==> config.mk <==
export PLATFORM = sky130hd
export DESIGN_NAME = s27_bist_ctrl
export DESIGN_NICKNAME = d
export VERILOG_FILES = /design/src/rtl/s27_bist_ctrl.sv
export SDC_FILE = /design/constraint.sdc
export NUM_CORES = 1
export LEC_CHECK = 0
export BUFFER_PORTS_ARGS = -buffer_cell sky130_fd_sc_hd__buf_4
export CELL_PAD_IN_SITES_DETAIL_PLACEMENT = 1
export CELL_PAD_IN_SITES_GLOBAL_PLACEMENT = 1
export CORE_ASPECT_RATIO = 1.75
export CORE_UTILIZATION = 46
export CTS_BUF_LIST = sky130_fd_sc_hd__clkbuf_4 sky130_fd_sc_hd__clkbuf_8 sky130_fd_sc_hd__clkbuf_16
export CTS_CLUSTER_SIZE = 20
export DETAILED_ROUTE_END_ITERATION = 8
export GPL_TIMING_DRIVEN = 0
export PLACE_DENSITY_LB_ADDON = 0.05
export SKIP_LAST_GASP = 1
export SLEW_MARGIN = 40
export SYNTH_ARGS = -nofsm -noshare
export SYNTH_HDL_FRONTEND = slang
export SYNTH_SLANG_ARGS = --single-unit
export TNS_END_PERCENT = 100
==> constraint.sdc <==
create_clock -name CK -period 3 [get_ports CK]
set_clock_uncertainty 0.2 [all_clocks]
set_input_delay 0.6 -clock CK [delete_from_list [all_inputs] [get_ports CK]]
set_output_delay 0.6 -clock CK [all_outputs]
set_load 0.01 [all_outputs]
==> src/rtl/s27_bist_ctrl.sv <==
// BIST controller for the s27 CUT: flushes the CUT, drives LFSR patterns and compacts G17 into a SISR.
// Optional build macro S27_BIST_SIG_OUT_EN exposes the live signature on port SIG.
//
// state   | meaning
// --------+--------------------------------------------------------------
// S_IDLE  | waiting for START, stimulus held at zero
// S_FLUSH | FLUSH_PAT applied for FLUSH_CYCLES cycles, no compaction
// S_RUN   | LFSR pattern applied, G17 compacted every edge
// S_DONE  | run complete, DONE/PASS held until the next START
module s27_bist_ctrl #(
    parameter int unsigned PAT_COUNT    = 64,
    parameter int unsigned FLUSH_CYCLES = 3,
    parameter logic [3:0]  FLUSH_PAT    = 4'b0000,
    parameter logic [3:0]  LFSR_SEED    = 4'b1001,
    parameter logic [7:0]  GOLDEN_SIG   = 8'h00
) (
    input  logic       CK,
    input  logic       RSTN,
    input  logic       START,
    output logic       G0,
    output logic       G1,
    output logic       G2,
    output logic       G3,
    input  logic       G17,
    output logic       BUSY,
    output logic       DONE,
    output logic       PASS
`ifdef S27_BIST_SIG_OUT_EN
    ,
    output logic [7:0] SIG
`endif
);

    localparam logic [3:0] SEED       = (LFSR_SEED == 4'b0000) ? 4'b0001 : LFSR_SEED;
    localparam logic [3:0] FLUSH_LAST = 4'(FLUSH_CYCLES - 1);
    localparam logic [7:0] PAT_LAST   = 8'(PAT_COUNT - 1);

    typedef enum logic [1:0] {
        S_IDLE  = 2'd0,
        S_FLUSH = 2'd1,
        S_RUN   = 2'd2,
        S_DONE  = 2'd3
    } state_t;

    state_t      state_q, state_d;
    logic [3:0]  flush_cnt_q, flush_cnt_d;
    logic [7:0]  pat_cnt_q, pat_cnt_d;
    logic [3:0]  lfsr_q, lfsr_d;
    logic [7:0]  sig_q, sig_d;
    logic [3:0]  g_q, g_d;
    logic        done_q, done_d;
    logic        pass_q, pass_d;
    logic        start_en_q, start_en_d;
    logic        start_ok;

    // START is not honoured on the first edge after reset release.
    assign start_ok = START && start_en_q;

    always_ff @(posedge CK or negedge RSTN) begin
        if (!RSTN) begin
            state_q     <= S_IDLE;
            flush_cnt_q <= 4'd0;
            pat_cnt_q   <= 8'd0;
            lfsr_q      <= SEED;
            sig_q       <= 8'h00;
            g_q         <= 4'b0000;
            done_q      <= 1'b0;
            pass_q      <= 1'b0;
            start_en_q  <= 1'b0;
        end else begin
            state_q     <= state_d;
            flush_cnt_q <= flush_cnt_d;
            pat_cnt_q   <= pat_cnt_d;
            lfsr_q      <= lfsr_d;
            sig_q       <= sig_d;
            g_q         <= g_d;
            done_q      <= done_d;
            pass_q      <= pass_d;
            start_en_q  <= start_en_d;
        end
    end

    always_comb begin
        state_d     = state_q;
        flush_cnt_d = flush_cnt_q;
        pat_cnt_d   = pat_cnt_q;
        lfsr_d      = lfsr_q;
        sig_d       = sig_q;
        done_d      = done_q;
        pass_d      = pass_q;
        start_en_d  = 1'b1;
        g_d         = 4'b0000;

        case (state_q)
            S_IDLE, S_DONE: begin
                if (start_ok) begin
                    state_d     = S_FLUSH;
                    flush_cnt_d = 4'd0;
                    pat_cnt_d   = 8'd0;
                    sig_d       = 8'h00;
                    done_d      = 1'b0;
                    pass_d      = 1'b0;
                    lfsr_d      = SEED;
                end
            end
            S_FLUSH: begin
                if (flush_cnt_q == FLUSH_LAST) begin
                    state_d = S_RUN;
                end else begin
                    flush_cnt_d = flush_cnt_q + 4'd1;
                end
            end
            S_RUN: begin
                // G17 reflects the pattern currently on G0..G3, i.e. lfsr_q.
                sig_d  = {sig_q[6:0], sig_q[7] ^ sig_q[5] ^ sig_q[4] ^ sig_q[3] ^ G17};
                lfsr_d = {lfsr_q[2:0], lfsr_q[3] ^ lfsr_q[2]};
                if (pat_cnt_q != 8'hFF) begin
                    pat_cnt_d = pat_cnt_q + 8'd1;
                end
                if (pat_cnt_q == PAT_LAST) begin
                    state_d = S_DONE;
                    done_d  = 1'b1;
                    pass_d  = (sig_d == GOLDEN_SIG);
                end
            end
            default: begin
                state_d = S_IDLE;
            end
        endcase

        // Stimulus is registered, so it follows the state being entered.
        case (state_d)
            S_FLUSH: g_d = FLUSH_PAT;
            S_RUN:   g_d = lfsr_d;
            default: g_d = 4'b0000;
        endcase
    end

    assign G0   = g_q[0];
    assign G1   = g_q[1];
    assign G2   = g_q[2];
    assign G3   = g_q[3];
    assign BUSY = (state_q == S_FLUSH) || (state_q == S_RUN);
    assign DONE = done_q;
    assign PASS = pass_q;

`ifdef S27_BIST_SIG_OUT_EN
    assign SIG = sig_q;
`endif

endmodule

==> reports/results.txt <==
outcome: completed
top_reg_cell synth: dfrtp_1
PortBufs: 10
count of final setup violators: 0
Iter 0 DRT Violations: 30
DRC: 0
Final Max Slew Viols: 0
Critical Path RT: 2.99 ns
RSZ-0062 raised after global routing: false
Setup TNS: 0 ns
CTS resizes: 0
routed wire length: 4.47 mm
met2 Resource Use GR: 44.3%
Final min period: 2.55 ns
# Post-CTS Setup Buffers: 0
hold_buf cts: 0
Layout area overhead: 14.9%
CP endpoint kind: flop
Worst-path clk slew: 0.07 ns
gr usage total: 24.8%
antenna violations before repair: 0
slowest cell delay on critical path: 0.53 ns
final hold violation count: 0
Core ar.: 0.00366 mm^2
slew margin rel.: 56.4%
Seq/Total Area, Yosys: 46.4%
CP max FO: 10
final worst-path cycle share: 84.9%
MaxCap Viol Count: 0
synth warn: 0
DR vias: 1488
FFs w/ async S/R, synth: 100%
Pwr Density: 879 mW/mm^2
post-detail-place hpwl: 3.17 mm
flops & latches, synth: 33
num rows: 29
Critical Path Source Type: flop
GR Layer Usage met3: 5.25%
routed len/inst: 18.6 um
ANT cells: 0
Vias/cell: 6.20
Initial Util: 48.7%
Post-Place Cells: 232
global route overflow: 0
WP data arrival: 2.54 ns
gpl congestion: 0.821
CTS H-tree depth: 2
Num CTS Buffers: 5
share of layout cells above drive strength 1: 18.0%
Worst-Margin Slew: 0.654 ns
VDD IR max: 499 uV
slowest stage cell, crit path: a21oi_1
met1 Usage GRT: 27.6%
Longest Clk Path Bufs: 2
crit path kind: flop to flop
Pleak: 0.900 nW
Ports: 11
chip width: 49.1 um
CTS tree: yes
vias in the first global route: 1624
crit-path cells: inv_1, ha_1, and3_2, a21oi_1, clkbuf_1, o21ai_0, o31ai_1
R2R depth: 7
commonest non-fill, non-tap cell in the layout: dfrtp_1
Root Buffer: clkbuf_8
commonest non-fill, non-tap cells in the layout: dfrtp_1 (31), a21oi_1 (19), nand2_1 (13)
final net count: 202
syn avg cell area: 10.1 um^2
first-pass GRT wire length: 7.83 mm
Mapped Cells: 176
HP Class: input port to async pin
syn nets: 185
Max Clock Freq: 392 MHz
clk_lat worst skew: 0.29 ns
Finished Core Util: 56.0%
largest net degree at the start of global routing: 34
layer with the highest usage: met2
Fillers: 417
DR pass1 iterations: 5
clock sinks: 33
DRT antenna net count: 0
post-synth cell types: 44
non-filler instance count after layout: 240
Die H: 84.4 um
number of synthesized flops with an enable pin: 0
Post-Syn Area: 0.00178 mm^2
Die ar.: 0.00414 mm^2
layer usage:
layer,wire [um],part of all wire [%]
met5,0,0
met4,81,1.8
met3,155,3.5
met2,2490,56
met1,1750,39
final cells by class:
cell class	count	area (um^2)	share of cell area, %
multi-input cells	128	858	41.9
flip-flops and latches	33	828	40.4
inverters	8	30.0	1.46
plain buffers	7	67.6	3.29
clock inverters	3	65.1	3.17
well taps	46	57.6	2.81
clock buffers	5	68.8	3.36
repair buffers	10	75.1	3.66
sequential cells by signal, summed over array words and instances (netlist names):
signal,cells
lfsr_q,4
PASS,1
pat_cnt_q,8
DONE,1
start_en_q,1
flush_cnt_q,4
state_q,2
sig_q,8
g_q,4
worst paths after layout:
path / from / to / slack [ns]
setup reg to reg: state_q[0]$_DFF_PN0_ / PASS$_DFFE_PN0P_ / 0.45
hold reg to reg: pat_cnt_q[0]$_DFFE_PN0P_ / pat_cnt_q[0]$_DFFE_PN0P_ / 0.33
max in group asynchronous: RSTN / lfsr_q[0]$_DFF_PN1_ / 2.22
min in group CK: pat_cnt_q[0]$_DFFE_PN0P_ / pat_cnt_q[0]$_DFFE_PN0P_ / 0.33
setup / recovery: state_q[0]$_DFF_PN0_ / PASS$_DFFE_PN0P_ / 0.45
hold / removal: RSTN / flush_cnt_q[0]$_DFFE_PN0P_ / 0.05
worst max-delay path: cells and delay by family (launching register included):
family | cells | cell delay [ns]
DFF | 1 | 0.41
and+or+nand+nor | 1 | 0.27
adders and majority gates | 1 | 0.33
AOI/OAI and AO/OA | 3 | 0.77
buffers and inverters | 2 | 0.48
logic make-up (layout without fill, tap and decap cells):
group	count (synthesis)	in the layout	synth area share, %
and+or+nand+nor	61	61	19.4
AOI/OAI and AO/OA	54	54	21.4
DFF	33	33	46.4
buffers and inverters	15	33	5.47
adders and majority gates	5	5	3.51
xor gates and xnor gates	5	5	2.45
muxes	2	2	1.19
other	1	1	0.210
synth_stat cells, types with 2 or more instances:
| cell type | n | share of area [%] |
|---|---|---|
| a21oi_1 | 19 | 5.3 |
| a31oi_1 | 2 | 0.70 |
| nand4_1 | 2 | 0.70 |
| nor2b_1 | 3 | 1.1 |
| dfstp_2 | 2 | 2.9 |
| nor2_1 | 7 | 1.5 |
| ha_1 | 5 | 3.5 |
| a21o_1 | 2 | 0.84 |
| buf_6 | 5 | 3.2 |
| o21ai_0 | 7 | 2.0 |
| a22o_1 | 11 | 5.4 |
| nor3_1 | 9 | 2.5 |
| dfrtp_1 | 31 | 43 |
| or4_1 | 2 | 0.84 |
| or2_2 | 2 | 0.70 |
| nor4_1 | 4 | 1.4 |
| nand2_1 | 13 | 2.7 |
| o31ai_1 | 4 | 1.7 |
| nand3_1 | 7 | 2.0 |
| inv_1 | 8 | 1.7 |
| and4_1 | 2 | 0.98 |
| o221ai_1 | 4 | 2.0 |
| xnor2_1 | 4 | 2.0 |
through the flow:
step / setup slack (ns) / power (mW) / instance area (um^2) / hold slack [ns]
final: 0.452 / 1.80 / 2050 / 0.0477
after global routing: 0.286 / 1.93 / 2050 / 0.0761
after CTS: 0.459 / 1.83 / 2050 / 0.0598
after detailed placement: 0.464 / 1.32 / 1920 / 0.315
after global placement: 0.535 / 1.27 / 1920 / 0.306
after floorplan: 0.911 / 1.12 / 1780 / 0.104
where the power goes:
part	internal, mW	switching (mW)
Combinational	0.284	0.434
Clock	0.330	0.169
Sequential	0.521	0.0662
Total	1.13	0.669
Power figures use the tool's default switching activity.
